### src/rtl/i2c_cond_pkg.sv
// Shared types and line-level helpers for the I2C bus-condition sequencer.
// Commands select START/RSTART/STOP; the state list names every timed phase.
package i2c_cond_pkg;

    typedef enum logic [1:0] {
        CMD_NONE   = 2'b00,
        CMD_START  = 2'b01,
        CMD_STOP   = 2'b10,
        CMD_RSTART = 2'b11
    } cmd_e;

    typedef enum logic [3:0] {
        S_IDLE,
        S_HELD,
        S_ST1,
        S_ST2,
        S_ST3,
        S_RS1,
        S_RS2,
        S_RS3,
        S_RS4,
        S_SP1,
        S_SP2,
        S_SP3
    } state_e;

    // {scl, sda} drive intent for each state: 1 = release, 0 = pull low.
    function automatic logic [1:0] line_levels(state_e s);
        logic [1:0] lv;
        case (s)
            S_IDLE:  lv = 2'b11;
            S_HELD:  lv = 2'b00;
            S_ST1:   lv = 2'b11;
            S_ST2:   lv = 2'b10;
            S_ST3:   lv = 2'b00;
            S_RS1:   lv = 2'b01;
            S_RS2:   lv = 2'b11;
            S_RS3:   lv = 2'b10;
            S_RS4:   lv = 2'b00;
            S_SP1:   lv = 2'b00;
            S_SP2:   lv = 2'b10;
            S_SP3:   lv = 2'b11;
            default: lv = 2'b11;
        endcase
        return lv;
    endfunction

    function automatic logic is_rest(state_e s);
        return (s == S_IDLE) || (s == S_HELD);
    endfunction

endpackage

### src/rtl/i2c_cond_seq_if.sv
// Command/bus bundle between the byte engine, the condition sequencer and the
// SCL/SDA output mux.
interface i2c_cond_seq_if #(
    parameter int CNT_W = 16
);
    import i2c_cond_pkg::*;

    logic             cmd_valid;
    cmd_e             cmd;
    logic             cmd_ready;
    logic [CNT_W-1:0] phase_cnt;
    logic             scl_i;
    logic             sda_i;
    logic             scl_o;
    logic             sda_o;
    logic             gen_active;
    logic             bus_own;
    logic             done;
    logic             err;
    logic             arb_lost;

    modport master (
        output cmd_valid, cmd, phase_cnt, scl_i, sda_i,
        input  cmd_ready, scl_o, sda_o, gen_active, bus_own, done, err, arb_lost
    );

    modport slave (
        input  cmd_valid, cmd, phase_cnt, scl_i, sda_i,
        output cmd_ready, scl_o, sda_o, gen_active, bus_own, done, err, arb_lost
    );

endinterface

### src/rtl/i2c_phase_timer.sv
// Phase-length down-counter: loads N-1 on phase entry, expires at zero, and can
// be held at its load value until the observed SCL line goes high.
module i2c_phase_timer #(
    parameter int CNT_W = 16
) (
    input  logic             clk,
    input  logic             rst,
    input  logic             load,
    input  logic [CNT_W-1:0] load_val,
    input  logic             stretch,
    input  logic             line_hi,
    output logic             expire
);

    logic [CNT_W-1:0] cnt;
    logic             go;
    logic             hold;

    // Once SCL has been seen high the phase runs to completion regardless of SCL.
    assign hold   = stretch & ~go & ~line_hi;
    assign expire = (cnt == '0) & ~hold;

    always_ff @(posedge clk) begin
        if (load) begin
            cnt <= load_val;
        end else if (!hold && (cnt != '0)) begin
            cnt <= cnt - CNT_W'(1);
        end
    end

    always_ff @(posedge clk) begin
        if (rst) begin
            go <= 1'b0;
        end else if (load) begin
            go <= 1'b0;
        end else if (line_hi) begin
            go <= 1'b1;
        end
    end

endmodule

### src/rtl/i2c_cond_seq.sv
// Timed I2C START / repeated START / STOP generator with clock-stretch wait,
// arbitration check and bus-ownership tracking; all outputs are registered.
module i2c_cond_seq
    import i2c_cond_pkg::*;
#(
    parameter int CNT_W      = 16,
    parameter bit STRETCH_EN = 1'b1
) (
    input  logic           clk,
    input  logic           rst,
    i2c_cond_seq_if.slave  bus
);

    state_e           state;
    state_e           state_next;
    logic             accept;
    logic             expire;
    logic             load;
    logic             stretch_ph;
    logic             own_next;
    logic             done_next;
    logic             err_next;
    logic             arb_next;
    logic [CNT_W-1:0] n_m1;
    logic [CNT_W-1:0] n_in;
    logic [CNT_W-1:0] load_val;

    assign accept     = bus.cmd_valid & bus.cmd_ready;
    assign n_in       = (bus.phase_cnt == '0) ? '0 : bus.phase_cnt - CNT_W'(1);
    // The first phase loads straight from the port; later phases use the latched copy.
    assign load_val   = accept ? n_in : n_m1;
    assign stretch_ph = STRETCH_EN && ((state == S_RS2) || (state == S_SP2));

    i2c_phase_timer #(
        .CNT_W(CNT_W)
    ) u_timer (
        .clk     (clk),
        .rst     (rst),
        .load    (load),
        .load_val(load_val),
        .stretch (stretch_ph),
        .line_hi (bus.scl_i),
        .expire  (expire)
    );

    always_ff @(posedge clk) begin
        if (accept) begin
            n_m1 <= n_in;
        end
    end

    always_comb begin
        state_next = state;
        load       = 1'b0;
        own_next   = bus.bus_own;
        done_next  = 1'b0;
        err_next   = 1'b0;
        arb_next   = 1'b0;
        case (state)
            S_IDLE, S_HELD: begin
                if (accept) begin
                    case (bus.cmd)
                        CMD_START: begin
                            if (!bus.bus_own) begin
                                state_next = S_ST1;
                                load       = 1'b1;
                            end else begin
                                err_next = 1'b1;
                            end
                        end
                        CMD_RSTART: begin
                            if (bus.bus_own) begin
                                state_next = S_RS1;
                                load       = 1'b1;
                            end else begin
                                err_next = 1'b1;
                            end
                        end
                        CMD_STOP: begin
                            if (bus.bus_own) begin
                                state_next = S_SP1;
                                load       = 1'b1;
                            end else begin
                                err_next = 1'b1;
                            end
                        end
                        default: err_next = 1'b1;
                    endcase
                end
            end
            S_ST1: begin
                if (expire) begin
                    // Another master or a held SCL means the bus was not free.
                    if (!bus.sda_i || !bus.scl_i) begin
                        state_next = S_IDLE;
                        arb_next   = 1'b1;
                        own_next   = 1'b0;
                    end else begin
                        state_next = S_ST2;
                        load       = 1'b1;
                    end
                end
            end
            S_ST2: begin
                if (expire) begin
                    state_next = S_ST3;
                    load       = 1'b1;
                end
            end
            S_ST3: begin
                if (expire) begin
                    state_next = S_HELD;
                    done_next  = 1'b1;
                    own_next   = 1'b1;
                end
            end
            S_RS1: begin
                if (expire) begin
                    state_next = S_RS2;
                    load       = 1'b1;
                end
            end
            S_RS2: begin
                if (expire) begin
                    if (!bus.sda_i) begin
                        state_next = S_IDLE;
                        arb_next   = 1'b1;
                        own_next   = 1'b0;
                    end else begin
                        state_next = S_RS3;
                        load       = 1'b1;
                    end
                end
            end
            S_RS3: begin
                if (expire) begin
                    state_next = S_RS4;
                    load       = 1'b1;
                end
            end
            S_RS4: begin
                if (expire) begin
                    state_next = S_HELD;
                    done_next  = 1'b1;
                    own_next   = 1'b1;
                end
            end
            S_SP1: begin
                if (expire) begin
                    state_next = S_SP2;
                    load       = 1'b1;
                end
            end
            S_SP2: begin
                if (expire) begin
                    state_next = S_SP3;
                    load       = 1'b1;
                end
            end
            S_SP3: begin
                if (expire) begin
                    state_next = S_IDLE;
                    own_next   = 1'b0;
                    if (!bus.sda_i) begin
                        arb_next = 1'b1;
                    end else begin
                        done_next = 1'b1;
                    end
                end
            end
            default: state_next = S_IDLE;
        endcase
    end

    // Outputs are registered from the next state so they change with the state.
    always_ff @(posedge clk) begin
        if (rst) begin
            state          <= S_IDLE;
            bus.scl_o      <= 1'b1;
            bus.sda_o      <= 1'b1;
            bus.gen_active <= 1'b0;
            bus.bus_own    <= 1'b0;
            bus.done       <= 1'b0;
            bus.err        <= 1'b0;
            bus.arb_lost   <= 1'b0;
            bus.cmd_ready  <= 1'b0;
        end else begin
            state                  <= state_next;
            {bus.scl_o, bus.sda_o} <= line_levels(state_next);
            bus.gen_active         <= ~is_rest(state_next);
            bus.bus_own            <= own_next;
            bus.done               <= done_next;
            bus.err                <= err_next;
            bus.arb_lost           <= arb_next;
            bus.cmd_ready          <= is_rest(state_next) & ~done_next & ~arb_next;
        end
    end

endmodule

### src/flat_wrapper.sv
// flat-port wrapper written by rule: the top's interface ports become plain ports
module i2c_cond_seq_flat import i2c_cond_pkg::*;
#(
    parameter int CNT_W      = 16,
    parameter bit STRETCH_EN = 1'b1
)
  (clk, rst, bus_cmd_valid, bus_cmd, bus_phase_cnt, bus_scl_i, bus_sda_i, bus_cmd_ready, bus_scl_o, bus_sda_o, bus_gen_active, bus_bus_own, bus_done, bus_err, bus_arb_lost);
  i2c_cond_seq_if #(.CNT_W(CNT_W)) bus_i ();
  input  logic clk;
  input  logic rst;
  input wire logic [$bits(bus_i.cmd_valid)-1:0] bus_cmd_valid;
  input wire logic [$bits(bus_i.cmd)-1:0] bus_cmd;
  input wire logic [$bits(bus_i.phase_cnt)-1:0] bus_phase_cnt;
  input wire logic [$bits(bus_i.scl_i)-1:0] bus_scl_i;
  input wire logic [$bits(bus_i.sda_i)-1:0] bus_sda_i;
  output wire logic [$bits(bus_i.cmd_ready)-1:0] bus_cmd_ready;
  output wire logic [$bits(bus_i.scl_o)-1:0] bus_scl_o;
  output wire logic [$bits(bus_i.sda_o)-1:0] bus_sda_o;
  output wire logic [$bits(bus_i.gen_active)-1:0] bus_gen_active;
  output wire logic [$bits(bus_i.bus_own)-1:0] bus_bus_own;
  output wire logic [$bits(bus_i.done)-1:0] bus_done;
  output wire logic [$bits(bus_i.err)-1:0] bus_err;
  output wire logic [$bits(bus_i.arb_lost)-1:0] bus_arb_lost;
  assign bus_i.cmd_valid = bus_cmd_valid;
  assign bus_i.cmd = bus_cmd;
  assign bus_i.phase_cnt = bus_phase_cnt;
  assign bus_i.scl_i = bus_scl_i;
  assign bus_i.sda_i = bus_sda_i;
  assign bus_cmd_ready = bus_i.cmd_ready;
  assign bus_scl_o = bus_i.scl_o;
  assign bus_sda_o = bus_i.sda_o;
  assign bus_gen_active = bus_i.gen_active;
  assign bus_bus_own = bus_i.bus_own;
  assign bus_done = bus_i.done;
  assign bus_err = bus_i.err;
  assign bus_arb_lost = bus_i.arb_lost;
  i2c_cond_seq #(.CNT_W(CNT_W), .STRETCH_EN(STRETCH_EN)) u_core (.clk(clk), .rst(rst), .bus(bus_i));
endmodule
### config.mk
export PLATFORM = sky130hd
export DESIGN_NAME = i2c_cond_seq_flat
export DESIGN_NICKNAME = d
export VERILOG_FILES = /design/src/rtl/i2c_cond_pkg.sv /design/src/rtl/i2c_cond_seq_if.sv /design/src/rtl/i2c_phase_timer.sv /design/src/rtl/i2c_cond_seq.sv /design/src/flat_wrapper.sv
export SDC_FILE = /design/constraint.sdc
export NUM_CORES = 1
export LEC_CHECK = 0
export BUFFER_PORTS_ARGS = -buffer_cell sky130_fd_sc_hd__buf_2
export CORE_ASPECT_RATIO = 0.75
export CORE_MARGIN = 2
export CORE_UTILIZATION = 58
export CTS_CLUSTER_SIZE = 8
export DETAILED_ROUTE_END_ITERATION = 7
export GPL_TIMING_DRIVEN = 0
export PLACE_DENSITY = 0.9
export SYNTH_ARGS = -nofsm -noshare
export SYNTH_HDL_FRONTEND = slang
export SYNTH_SLANG_ARGS = --single-unit
### constraint.sdc
create_clock -name clk -period 3.8 [get_ports clk]
set_input_delay 0.38 -clock clk [delete_from_list [all_inputs] [get_ports clk]]
set_output_delay 0.38 -clock clk [all_outputs]
set_load 0.1 [all_outputs]
==> summary.txt, run 1 <==
Status
  – Status: completed

Cells and area
  – Layout cells sized above 1: 19.0%
  – Commonest cells after routing, fill and taps aside: nand2_1 (31), buf_2 (31), dfxtp_1 (29), o21ai_0 (25), nor2_1 (21)
  – Nets: 354
  – # diodes: 0
  – Area delta synth->final: 13.0%

STA
  – Final setup TNS: 0 ns
  – Slew Viols, Final: 0
  – Relative slew slack: 43.0%
  – Hold Vio Cnt, Final: 0
  – Achievable frequency: 290 MHz
  – Worst hold margin: 0.374 ns
  – RSZ-0062 raised after global routing: false
  – Crit share post-route: 90.7%
  – Final setup fails: 0
  – Tightest Pin Transition: 0.844 ns
  – Tmin final: 3.45 ns
  – Clk_skew: 0.00654 ns

Synthesis
  – Synth Net Count: 317
  – Gate Count Post-Synth: 288
  – Syn. warnings: 0
  – Yosys cell types: 52
  – Syn avg cell area: 9.07 µm²
  – Post-synth design cell area: 2610 µm²
  – Synth area leader: dfxtp_1
  – Post-synthesis sequential element count: 45
  – Top_reg_cell synth: dfxtp_1
  – Synth async-reset ratio: 0%
  – Sequential fraction of the synthesis area: 40.6%
  – Yosys top cell area share: 22.2%
  – Post-synth EDFFs: 16
  – Top post-synthesis cells by area: dfxtp_1 (22%), edfxtp_1 (18%), mux2_2 (6.9%)

Routing
  – Via count: 2,256
  – Total Routed Length: 5.86 mm
  – Routed WL per cell: 15.3 µm
  – DR pass1 iterations: 5
  – Vias per cell: 5.89
  – Drt first-iter violations: 186
  – Residual DRC count: 0
  – Post-route ant nets: 0

Critical path
  – CP Buf/Inv Count: 1
  – Worst reg2reg setup slack: 0.35 ns
  – Worst endpoint required time: 3.76 ns
  – Critical path cell sequence: or4_4 > nor4b_1 > nand3_1 > a2bb2oi_1 > buf_2 > nand2_2
  – Critical Path AT: 3.41 ns
  – Critical-path maximum fanout: 16
  – Reg2Reg Capture Point: u_core.u_timer.cnt[3]
  – Kind of critical path: register to register
  – Max stage delay on crit path: 0.63 ns
  – Critical path depth: 6
  – Setup crit end kind: register
  – R2R cell count: 6
  – R2r startpoint: u_core.u_timer.cnt[3]
  – Worst path top cell family by delay: simple AND/OR/NAND/NOR gates
  – Element type at the critical path start: register
  – Worst-path cell with the longest stage delay: nor4b_1

Clocking
  – CTS tree: done
  – Hold buffer count at CTS: 0
  – Max Root-Sink Buffers: 2
  – Clock Pin Slew Worst Setup and Hold Paths: 0.09 ns
  – CTS buffer count: 5
  – Resized Gates After CTS: 0
  – Setup Buffers After CTS: 0
  – H-tree depth: 2
  – CTS root buffer: clkbuf_8
  – CTS Sinks: 45
  – Clk_lat worst skew: 0.30 ns

Global routing
  – First-pass GRT wire length: 9.69 mm
  – GRT Residual Overflow: 0
  – Largest net degree at the start of global routing: 17
  – GRT Overall Usage: 24.5%
  – Vias in the first global route: 2,052
  – Initial antenna violation count: 0

Placement
  – GPL Wtd Cong: 0.955
  – Detailed Place HPWL: 4.48 mm
  – I/O Buffers: 30

Hold path
  – WHS Path Cells: 2
  – Min-Delay Path Class: input pin to register
  – WHS Endpoint: u_core.n_m1[0]
  – Hold_sp: bus_phase_cnt[0]

Floorplanning
  – Die H: 62.1 µm
  – Die ar.: 5060 µm²
  – Row count: 21
  – Die Width: 81.5 µm
  – Core Area: 4390 µm²
  – I/O pins: 31
  – Starting Density: 59.5%

Power
  – PwrDens: 504 nW/µm²
  – Worst vdd ir: 0.339 mV
  – Lkg Pwr: 1.18 nW

Flow run
  – Max cap viols: 0
-- cells by family (layout without fill, tap and decap cells) --
| family | after synthesis | after routing | synth area share, % |
|---|---|---|---|
| DFF | 45 | 45 | 40.6 |
| adders and majority gates | 6 | 6 | 2.87 |
| and+or+nand+nor | 120 | 120 | 23.9 |
| buffers and inverters | 20 | 58 | 2.92 |
| muxes | 19 | 19 | 8.05 |
| AOI/OAI and AO/OA | 52 | 52 | 12.9 |
| xor gates and xnor gates | 26 | 26 | 8.72 |
-- per-layer routing --
metal / global-route usage [%] / vias to the layer above / share of wire [%] / wire length, µm
li1: - / 1120 / - / -
met1: 36.0 / 1034 / 47 / 2750
met2: 35.0 / 89 / 43 / 2540
met3: 6.98 / 13 / 8.4 / 492
met4: 6.99 / 0 / 1.4 / 84
met5: 0 / - / 0 / 0
-- sequential cells by signal, summed over array words and instances, names as in the netlist --
signal,cells
u_core.bus.sda_o,1
u_core.u_timer.cnt,16
u_core.bus.scl_o,1
u_core.bus.gen_active,1
u_core.u_timer.go,1
u_core.bus.arb_lost,1
u_core.n_m1,16
u_core.bus.cmd_ready,1
u_core.bus.bus_own,1
u_core.bus.err,1
u_core.state,4
u_core.bus.done,1
-- per-stage QoR --
step                      worst slack (ns)  utilization, %  std cells  cell area [µm²]  total power, mW
after floorplan                      0.810               -        288             2610             1.02
after global placement               0.179            64.6        375             2830             1.10
after detailed placement             0.150            64.6        375             2830             1.12
after CTS                            0.117            67.2        383             2950             1.49
after global routing                 0.117            67.3        383             2950             1.57
final                                0.354            67.3        383             2950             1.49
-- cells in the mapped netlist, types with 4 or more instances --
library cell  count
nand3_1           9
dfxtp_1          29
nor3_1           17
xnor2_1           8
a21oi_1           6
o21ai_0          25
nor2_1           21
and2_1            4
or3_1             6
clkbuf_1          8
nor4_1            4
nor2b_1           5
ha_1              6
inv_1            10
nand4_1           4
xor2_1           18
mux2_2           16
edfxtp_1         16
nand2_1          32
nor3b_1           5
-- worst max path at each step --
stage          slack, ns               endpoint             startpoint
2_1_floorplan       0.81  u_core.u_timer.cnt[0]  u_core.u_timer.cnt[3]
5_1_grt             0.12  u_core.u_timer.cnt[3]  u_core.u_timer.cnt[3]
6_report            0.35  u_core.u_timer.cnt[3]  u_core.u_timer.cnt[3]
3_5_place_dp        0.15  u_core.u_timer.cnt[4]  u_core.u_timer.cnt[3]
3_3_place_gp        0.18  u_core.u_timer.cnt[1]  u_core.u_timer.cnt[3]
4_1_cts             0.12  u_core.u_timer.cnt[3]  u_core.u_timer.cnt[3]
-- where the power goes --
group          leakage (nW)  switching (mW)  internal [mW]
combinational         0.710           0.184          0.189
clock                0.0543           0.174          0.197
sequential            0.413          0.0934          0.650
-- final cells by class --
class / instances / area, µm²
Inverter: 10 / 37.5
Clock inverter: 3 / 46.3
Clock buffer: 5 / 68.8
Timing Repair Buffer: 30 / 150
Fill cell: 349 / 1440
Buffer: 10 / 38.8
Multi-Input combinational cell: 223 / 1480
Sequential cell: 45 / 1060
Tap cell: 57 / 71.3
(Power assumes the default switching activity.)
==> run 2: changes to the inputs <==
--- a/config.mk
+++ b/config.mk
@@ -5,14 +5,14 @@
 export SDC_FILE = /design/constraint.sdc
 export NUM_CORES = 1
 export LEC_CHECK = 0
+export ABC_AREA = 1
 export BUFFER_PORTS_ARGS = -buffer_cell sky130_fd_sc_hd__buf_2
 export CORE_ASPECT_RATIO = 0.75
-export CORE_MARGIN = 2
-export CORE_UTILIZATION = 58
+export CORE_UTILIZATION = 59
 export CTS_CLUSTER_SIZE = 8
 export DETAILED_ROUTE_END_ITERATION = 7
 export GPL_TIMING_DRIVEN = 0
-export PLACE_DENSITY = 0.9
+export PLACE_DENSITY = 0.91
 export SYNTH_ARGS = -nofsm -noshare
 export SYNTH_HDL_FRONTEND = slang
 export SYNTH_SLANG_ARGS = --single-unit
==> summary.txt, run 2 <==
STA
  – Final setup fails: 0
  – Tightest Pin Transition: 0.671 ns
  – Achievable frequency: 408 MHz
  – Slew Viols, Final: 0
  – Tmin final: 2.45 ns
  – Final setup TNS: 0 ns
  – Relative slew slack: 55.2%
  – Crit share post-route: 64.5%
  – RSZ-0062 raised after global routing: false
  – Clk_skew: 0.00650 ns
  – Hold Vio Cnt, Final: 0

Critical path
  – Setup crit end kind: register
  – Element type at the critical path start: register
  – Critical Path AT: 2.39 ns
  – Kind of critical path: register to register
  – Critical-path maximum fanout: 16
  – Worst endpoint required time: 3.74 ns

Floorplanning
  – Core Area: 4600 µm²
  – Die H: 62.9 µm
  – Row count: 21
  – Starting Density: 63.4%
  – Die ar.: 5230 µm²
  – I/O pins: 31
  – Die Width: 83.2 µm

Power
  – Lkg Pwr: 1.51 nW
  – PwrDens: 473 nW/µm²
  – Clk network pwr share: 20.0%
  – Comb pwr share: 31.2%
  – Worst vdd ir: 0.237 mV
  – Internal power: 959 µW
  – Net switching power: 562 µW
  – Register share of total power: 48.9%
  – Sw Ratio: 36.9%
  – PnR Total Power: 1.52 mW

Synthesis
  – Most frequent cells after synthesis: nand2_1 (110), inv_1 (43), nor2_1 (40)
  – Post-synthesis sequential element count: 45
  – Synth Net Count: 414
  – Synth area leader: dfxtp_1
  – Top_reg_cell synth: dfxtp_1
  – Sequential fraction of the synthesis area: 36.4%
  – Synth async-reset ratio: 0%
  – Yosys cell types: 39
  – Syn avg cell area: 7.57 µm²
  – Post-synth design cell area: 2910 µm²
  – Gate Count Post-Synth: 385
  – Post-synth EDFFs: 16
  – Yosys top cell area share: 19.9%
  – Most frequent cell after synthesis: nand2_1
  – Syn. warnings: 0
  – Top post-synthesis cells by area: dfxtp_1 (20%), edfxtp_1 (16%), nand2_1 (14%)

Hold path
  – Min-Delay Path Class: input pin to register

Global routing
  – Initial antenna violation count: 0
  – Vias in the first global route: 2,334
  – GRT Residual Overflow: 0
  – Largest net degree at the start of global routing: 17
  – GRT Overall Usage: 26.1%
  – First-pass GRT wire length: 10.8 mm

Clocking
  – CTS root buffer: clkbuf_8
  – Resized Gates After CTS: 0
  – Clock Pin Slew Worst Setup and Hold Paths: 0.09 ns
  – Hold buffer count at CTS: 0
  – CTS Sinks: 45
  – Setup Buffers After CTS: 0
  – CTS buffer count: 5
  – Clk_lat worst skew: 0.30 ns
  – CTS tree: done
  – Max Root-Sink Buffers: 2
  – H-tree depth: 2

Flow run
  – Max cap viols: 0

Routing
  – Residual DRC count: 0
  – DR pass1 iterations: 5
  – Routed WL per cell: 13.5 µm
  – Vias per cell: 5.32
  – Via count: 2,546
  – Drt first-iter violations: 183
  – Total Routed Length: 6.48 mm
  – Post-route ant nets: 0

Cells and area
  – Layout cells sized above 1: 23.0%
  – Commonest non-fill, non-tap cell in the layout: nand2_1
  – # diodes: 0
  – Area delta synth->final: 10.5%
  – Largest registers: u_core.n_m1 (16), u_core.u_timer.cnt (16), u_core.state (4)
  – FILL cells: 363
  – Nets: 450
  – Commonest cells after routing, fill and taps aside: nand2_1 (110), inv_1 (43), nor2_1 (40), buf_2 (29), dfxtp_1 (29)

Status
  – Status: completed

Placement
  – GPL Wtd Cong: 0.930
  – Detailed Place HPWL: 5.22 mm
  – I/O Buffers: 29
[run 2: cell types whose count changed after synthesis, moves of 7 or more]
| cell | previous run | this run |
|---|---|---|
| nand2_1 | 32 | 110 |
| inv_1 | 10 | 43 |
| nor2_1 | 21 | 40 |
| o21ai_0 | 25 | 7 |
| mux2_2 | 16 | 0 |
| nor3_1 | 17 | 3 |
| nand2_2 | 0 | 12 |
| nor2_2 | 0 | 11 |
| o21ai_2 | 0 | 10 |
| o21ai_1 | 0 | 9 |
| clkbuf_1 | 8 | 1 |
[run 2: power by group through the flow]
| stage | combinational (mW) | sequential (mW) | clock, mW |
|---|---|---|---|
| 6_report | 0.474 | 0.743 | 0.304 |
| 5_1_grt | 0.533 | 0.754 | 0.323 |
| 4_1_cts | 0.472 | 0.742 | 0.305 |
| 3_5_place_dp | 0.465 | 0.753 | 0 |
| 3_3_place_gp | 0.444 | 0.742 | 0 |
| 2_1_floorplan | 0.357 | 0.743 | 0 |
[run 2: cells by family after synthesis]
group / Yosys count / share of synthesized area, %
and+or+nand+nor: 219 / 36.5
buffers and inverters: 52 / 7.73
DFF: 45 / 36.4
AOI/OAI and AO/OA: 41 / 10.1
xor gates and xnor gates: 22 / 6.61
adders and majority gates: 6 / 2.58
[run 2: critical path: stages, from the launching register on]
cell	delay (ns)
edfxtp_1	0.46
inv_1	0.12
ha_1	0.18
nand3_1	0.08
nor2_1	0.16
nand2_1	0.08
nor2_1	0.14
nand2_1	0.11
nand2_4	0.12
inv_2	0.11
nand2_1	0.52
[run 2: metrics by stage]
stage                     worst slack, ns  instance area, µm²  hold WS (ns)  cells  util [%]
after CTS                            1.32                3220         0.269    479      70.0
after global routing                 1.13                3220         0.268    479      70.0
after detailed placement             1.34                3130         0.441    471      68.1
after floorplan                      1.20                2910         0.422    385         -
after global placement               1.43                3130         0.435    471      68.1
final                                1.35                3220         0.269    479      70.0
[run 2: worst paths after layout]
| kind | start | endpoint | slack (ns) | cells past startpoint |
|---|---|---|---|---|
| max | u_core.u_timer.cnt[0] | u_core.u_timer.cnt[3] | 1.35 | 10 |
| min | rst | u_core.state[2] | 0.27 | 2 |
| max reg2reg | u_core.u_timer.cnt[0] | u_core.u_timer.cnt[3] | 1.35 | 10 |
| min reg2reg | u_core.n_m1[7] | u_core.n_m1[7] | 0.46 | 2 |
[run 2: layout make-up]
| cell class | instances | area, µm² | share of cell area, % |
|---|---|---|---|
| buffer | 5 | 48.8 | 1.52 |
| clock buffer | 5 | 68.8 | 2.14 |
| clock inverter | 3 | 20.0 | 0.622 |
| inverter | 47 | 176 | 5.48 |
| multi-input combinational | 288 | 1630 | 50.6 |
| sequential | 45 | 1060 | 33.0 |
| tap | 57 | 71.3 | 2.22 |
| timing repair buffer | 29 | 145 | 4.51 |
[run 2: routing by layer]
layer | track usage [%] | vias up | share of wire, %
li1 | - | 1298 | -
met1 | 38.1 | 1148 | 51
met2 | 37.8 | 91 | 40
met3 | 5.94 | 9 | 7.5
met4 | 8.41 | 0 | 1.4
met5 | 0 | - | 0
